`config.mk`:
```
export PLATFORM = sky130hd
export DESIGN_NAME = qr_job_scheduler
export DESIGN_NICKNAME = d
export VERILOG_FILES = /design/src/rtl/qr_sched_pkg.sv /design/src/rtl/qr_rr_arbiter.sv /design/src/rtl/qr_job_scheduler.sv
export SDC_FILE = /design/constraint.sdc
export NUM_CORES = 1
export LEC_CHECK = 0
export CORE_AREA = 2 2 704 706
export CTS_CLUSTER_SIZE = 20
export DETAILED_ROUTE_END_ITERATION = 12
export DIE_AREA = 0 0 706 708
export GPL_TIMING_DRIVEN = 0
export PLACE_DENSITY = 0.3
export SKIP_LAST_GASP = 1
export SLEW_MARGIN = 25
export SYNTH_ARGS = -nofsm -noshare
export SYNTH_HDL_FRONTEND = slang
export SYNTH_SLANG_ARGS = --single-unit
```
`constraint.sdc`:
```
create_clock -name clk_100mhz -period 21 [get_ports clk_100mhz]
set_clock_uncertainty 0.05 [all_clocks]
set_input_delay 3.15 -clock clk_100mhz [delete_from_list [all_inputs] [get_ports clk_100mhz]]
set_output_delay 3.15 -clock clk_100mhz [all_outputs]
set_load 0.02 [all_outputs]
```
`src/rtl/qr_sched_pkg.sv`:
```
// ---------------------------------------------------------------------------
// qr_sched_pkg: shared constants, FSM states and matrix indexing helper.
// Revision: 1.0
// ---------------------------------------------------------------------------
`default_nettype none

package qr_sched_pkg;

  localparam int ELEM_W = 16;
  localparam int DIM    = 4;
  localparam int MAT_W  = ELEM_W * DIM * DIM;

  typedef enum logic [1:0] {
    IDLE  = 2'd0,
    START = 2'd1,
    WAIT  = 2'd2,
    RESP  = 2'd3
  } state_t;

  // Bit offset of element [i][j] inside a flattened matrix.
  function automatic int elem_idx(input int i, input int j);
    return (i * DIM + j) * ELEM_W;
  endfunction

endpackage

`default_nettype wire

```
`src/rtl/qr_rr_arbiter.sv`:
```
// ---------------------------------------------------------------------------
// qr_rr_arbiter: combinational round-robin pick, first request at/after pointer.
// Revision: 1.0
// ---------------------------------------------------------------------------
`default_nettype none

module qr_rr_arbiter #(
  parameter int NUM_REQ = 4,
  parameter int ID_W    = 2
) (
  input  logic [NUM_REQ-1:0] req,
  input  logic [ID_W-1:0]    pointer,
  output logic [NUM_REQ-1:0] grant,
  output logic [ID_W-1:0]    grant_idx,
  output logic               any_grant
);

  always_comb begin
    int k;
    logic [ID_W-1:0] idx;
    k         = 0;
    idx       = '0;
    grant     = '0;
    grant_idx = '0;
    any_grant = 1'b0;
    // Pointer is always < NUM_REQ, so a single wrap subtraction suffices.
    for (int off = 0; off < NUM_REQ; off++) begin
      k = int'(pointer) + off;
      if (k >= NUM_REQ) k = k - NUM_REQ;
      idx = ID_W'(k);
      if (!any_grant && req[idx]) begin
        any_grant  = 1'b1;
        grant[idx] = 1'b1;
        grant_idx  = idx;
      end
    end
  end

endmodule

`default_nettype wire

```
`src/rtl/qr_job_scheduler.sv`:
```
// ---------------------------------------------------------------------------
// qr_job_scheduler: shares one QR core among NUM_REQ requesters, with timeout.
// Optional statistics outputs enabled by defining QR_SCHED_STATS_EN. Rev 1.0
// ---------------------------------------------------------------------------
`default_nettype none

module qr_job_scheduler
  import qr_sched_pkg::*;
#(
  parameter int NUM_REQ        = 4,
  parameter int ID_W           = 2,
  parameter int TIMEOUT_CYCLES = 1024,
  parameter int MAT_W          = qr_sched_pkg::MAT_W
) (
  input  logic                     clk_100mhz,
  input  logic                     reset,
  input  logic [NUM_REQ-1:0]       req_valid,
  output logic [NUM_REQ-1:0]       req_ready,
  input  logic [NUM_REQ*MAT_W-1:0] req_matrix,
  output logic [MAT_W-1:0]         core_matrix,
  output logic                     core_start,
  output logic                     core_abort,
  input  logic                     core_done,
  input  logic [MAT_W-1:0]         core_r,
  output logic                     rsp_valid,
  input  logic                     rsp_ready,
  output logic [ID_W-1:0]          rsp_id,
  output logic [MAT_W-1:0]         rsp_r,
  output logic                     rsp_err
`ifdef QR_SCHED_STATS_EN
  ,
  output logic [31:0]              stat_jobs,
  output logic [15:0]              stat_timeouts,
  output logic [15:0]              stat_max_lat
`endif
);

  localparam int CNT_W = $clog2(TIMEOUT_CYCLES) + 1;

  state_t              state, state_nxt;
  logic [ID_W-1:0]     rr_ptr;
  logic [CNT_W-1:0]    count;
  logic [NUM_REQ-1:0]  grant;
  logic [ID_W-1:0]     grant_idx;
  logic                any_grant;
  logic                timeout_hit;

  qr_rr_arbiter #(
    .NUM_REQ (NUM_REQ),
    .ID_W    (ID_W)
  ) u_arb (
    .req       (req_valid),
    .pointer   (rr_ptr),
    .grant     (grant),
    .grant_idx (grant_idx),
    .any_grant (any_grant)
  );

  assign timeout_hit = (count == CNT_W'(TIMEOUT_CYCLES - 1));

  always_ff @(posedge clk_100mhz or posedge reset) begin
    if (reset) begin
      state       <= IDLE;
      rr_ptr      <= '0;
      count       <= '0;
      core_matrix <= '0;
      rsp_id      <= '0;
      rsp_r       <= '0;
      rsp_err     <= 1'b0;
    end else begin
      state <= state_nxt;
      case (state)
        IDLE: if (any_grant) begin
          core_matrix <= req_matrix[grant_idx*MAT_W +: MAT_W];
          rsp_id      <= grant_idx;
          rr_ptr      <= (grant_idx == ID_W'(NUM_REQ - 1)) ? '0 : grant_idx + 1'b1;
        end
        START: count <= '0;
        WAIT: begin
          count <= count + 1'b1;
          // A done arriving on the timeout cycle still counts as success.
          if (core_done) begin
            rsp_r   <= core_r;
            rsp_err <= 1'b0;
          end else if (timeout_hit) begin
            rsp_r   <= '0;
            rsp_err <= 1'b1;
          end
        end
        default: ;
      endcase
    end
  end

  always_comb begin
    state_nxt  = state;
    req_ready  = '0;
    core_start = 1'b0;
    core_abort = 1'b0;
    rsp_valid  = 1'b0;
    case (state)
      IDLE: if (any_grant) begin
        req_ready = grant;
        state_nxt = START;
      end
      START: begin
        core_start = 1'b1;
        state_nxt  = WAIT;
      end
      WAIT: begin
        if (core_done) begin
          state_nxt = RESP;
        end else if (timeout_hit) begin
          core_abort = 1'b1;
          state_nxt  = RESP;
        end
      end
      RESP: begin
        rsp_valid = 1'b1;
        if (rsp_ready) state_nxt = IDLE;
      end
      default: state_nxt = IDLE;
    endcase
  end

`ifdef QR_SCHED_STATS_EN
  logic [31:0] lat_now;
  logic [15:0] lat_sat;

  // Cycles from START to the done cycle: START itself plus count WAIT cycles.
  assign lat_now = 32'(count) + 32'd1;
  assign lat_sat = (lat_now > 32'h0000_FFFF) ? 16'hFFFF : lat_now[15:0];

  always_ff @(posedge clk_100mhz or posedge reset) begin
    if (reset) begin
      stat_jobs     <= '0;
      stat_timeouts <= '0;
      stat_max_lat  <= '0;
    end else if (state == WAIT) begin
      if (core_done) begin
        stat_jobs <= stat_jobs + 32'd1;
        if (lat_sat > stat_max_lat) stat_max_lat <= lat_sat;
      end else if (timeout_hit) begin
        stat_timeouts <= stat_timeouts + 16'd1;
      end
    end
  end
`endif

endmodule

`default_nettype wire

```
==> impl_metrics.ini <==
[run_status]
status = completed

[floorplan]
num_rows = 258
start_util_pct = 6.05
die_h_microns = 708
core-area_sq_um = 492000
dieArea_sq_um = 500000
num_io_pins = 1810
die_w_microns = 706

[setup_path]
endpoint_kind = output pin
worst-path-max-fanout = 10
cp-start-kind = input pin
arrival_ps = 6520
required_ps = 17800
path_class = input pin to output pin

[routing]
num_vias = 38100
dr.pass1.iters = 5
drc = 0
routed_wl_mm = 461
drtAntennaViolNets = 0
viasPerCell = 3.21
drtIter0Drc = 3378
wl_per_cell_microns = 38.9

[cts]
cts.repair.resized = 0
cts_root_buffer = clkbuf_16
cts.path.max_buffers = 4
h-tree-depth = 3
path_clk_slew_ps = 60
clk_latency_ps = 850
cts_buffers = 91
postCtsSetupRepairBufs = 0
ctsHoldBuffers = 0
cts.sinks = 530
cts_tree = yes

[timing]
holdWs_ps = 449
drv_slew = 0
hold_violations = 0
fin_crit_sh_pct = 46.3
relSlewSlack_pct = 22.1
max_slew.worst_pin.slew_ps = 1170
max_freq_mhz = 103
grt_setup_unrepaired = no
min_period_ps = 9720
setup_viol = 0

[synth]
syn_nets = 4597
syn_inst = 3297
avgSynthCellArea_sq_um = 9.04
mappedNetlistArea_sq_um = 29800
ys_seq_area_share_pct = 44.5
yosysWarnings = 0
synthDistinctLibCells = 44
synth-seq-cells = 530
asyncSetResetFlopFracSynth_pct = 100
synth_edf_count = 0
ys.flop_type = dfrtp_1

[final_layout]
final_nets = 6519
fillerInstances = 56200
layoutNonFillerInstCount = 11900
area_growth_pct = 101
layout-drive-gt1-share_pct = 14.7
fin_area_sq_um = 59900

[pwr]
sequentialPowerShare_pct = 19.1
peakVddDrop_uv = 62.1
pwr-share-clk_pct = 15.5
swShare_pct = 56.6
power.density_nw_per_um2 = 178
intPower_mw = 4.63
power_leakage_nw = 22.6
combPwrFrac_pct = 65.4
power.total_mw = 10.7
net-switching-power_mw = 6.04

[global_route]
grt_overflow = 0
grt_pass1_vias = 37600
grt_usage_pct = 17.7
grt_max_degree = 83
antenna_found_initial = 376
grt_first_pass_wirelength_mm = 548

[placed_design]
gp_congestion = 1.02
port_buffers = 1808
dpl_cell_area_sq_um = 56600
dpl.cell_count = 11600
dp_hpwl_mm = 414

[hold_path]
min_path_type = flop to flop

[run]
cap_violations = 0
[registers in the layout, summed over array words and instances (netlist names)]
register	flops
rsp_err	1
count	11
rsp_id	2
core_matrix	256
state	2
rr_ptr	2
rsp_r	256
[synth_stat cells, drive strengths merged, types with 2 or more instances]
| cell type | n | share of area (%) |
|---|---|---|
| a221oi | 4 | 0.12 |
| nor2 | 277 | 3.5 |
| nand4 | 2 | 0.042 |
| clkbuf | 190 | 2.4 |
| inv | 11 | 0.14 |
| mux2 | 4 | 0.15 |
| nor4 | 2 | 0.042 |
| nand2 | 785 | 9.9 |
| ha | 12 | 0.50 |
| nand2b | 3 | 0.063 |
| a21oi | 262 | 4.4 |
| xor2 | 5 | 0.15 |
| dfrtp | 530 | 45 |
| mux4 | 3 | 0.23 |
| a211oi | 514 | 20 |
| and2 | 2 | 0.042 |
| xnor2 | 3 | 0.088 |
| and3 | 258 | 5.4 |
| buf | 133 | 2.8 |
| o21ai | 11 | 0.18 |
| a22oi | 4 | 0.10 |
| nand3 | 264 | 4.4 |
| or3 | 3 | 0.080 |
| nor2b | 4 | 0.11 |
[worst max-delay path: stages]
cell             delay, ps
clkdlybuf4s50_1        680
or3b_1                 450
a211oi_1               320
nor2_1                  90
o22ai_1                370
a221oi_1               180
nor2_1                 140
clkdlybuf4s50_1       1100
[per-stage QoR]
step           TNS (ps)  setup WS (ps)  util [%]
6_report              0          11280      12.2
3_3_place_gp   -5076530          -9970      11.4
5_1_grt               0          11150      12.1
3_5_place_dp          0          11220      11.5
2_1_floorplan         0           2990         -
4_1_cts               0          11210      12.1
[power groups by stage]
| stage | Clock (mW) | Combinational (mW) | Sequential, mW |
|---|---|---|---|
| 2_1_floorplan | 0 | 2.42 | 2.37 |
| 3_3_place_gp | 0 | 7.02 | 2.03 |
| 3_5_place_dp | 0 | 7.11 | 2.03 |
| 4_1_cts | 1.73 | 7.14 | 2.02 |
| 5_1_grt | 1.75 | 7.38 | 2.08 |
| 6_report | 1.65 | 6.98 | 2.03 |
[final cells by class]
type,instances,area (sq um),share of cell area [%]
timing repair buffer,1829,18600,31.0
tap,6500,8130,13.6
multi-input combinational,2433,15000,25.1
inverter,11,48.8,0.0815
buffer,323,1580,2.64
clock buffer,127,2600,4.35
sequential,530,13300,22.2
antenna,72,180,0.301
clock inverter,35,445,0.744
[worst paths after layout]
kind                               from               end  slack, ps  cells after the start
setup / recovery           req_valid[1]      req_ready[1]      11280                      8
min in group asynchronous         reset        rsp_r[221]       2690                      2
setup reg to reg              rr_ptr[0]  core_matrix[197]      15690                     13
max in group asynchronous         reset   core_matrix[28]      16120                      6
hold / removal               rsp_r[202]        rsp_r[202]        450                      2
hold reg to reg              rsp_r[202]        rsp_r[202]        450                      2
[cell families (layout without fill, tap and decap cells)]
| logic type | Yosys count | count (layout) | share of synthesized area, % |
|---|---|---|---|
| AO/OA/AOI/OAI | 801 | 801 | 25.3 |
| XOR/XNOR | 8 | 8 | 0.235 |
| adder cells (fa/ha/maj) | 12 | 12 | 0.504 |
| buffers and inverters | 334 | 2325 | 5.35 |
| flip-flops | 530 | 530 | 44.5 |
| multiplexers | 7 | 7 | 0.378 |
| other | 0 | 72 | 0 |
| AND/OR/NAND/NOR | 1605 | 1605 | 23.7 |
[cells in the final DEF, fill, tap and decap left out, types with 11 or more instances in the layout]
cell type           n
clkdlybuf4s50_1  1808
nand2_1           784
dfrtp_1           530
a211oi_2          431
nor2_1            277
nand3_1           264
and3_1            258
a21oi_1           241
clkbuf_1          189
clkbuf_16          91
buf_2              88
a211oi_1           83
diode_2            72
buf_6              31
a21oi_2            19
clkbuf_8           19
clkbuf_2           18
clkinv_2           18
buf_16             13
ha_1               12
buf_4              11
[layer usage]
metal / part of all wire, % / GRT usage [%]
met5: 0.21 / 0
met4: 2.2 / 3.00
met3: 11 / 8.20
met2: 43 / 27.3
met1: 43 / 22.7
(Power assumes the default switching activity.)
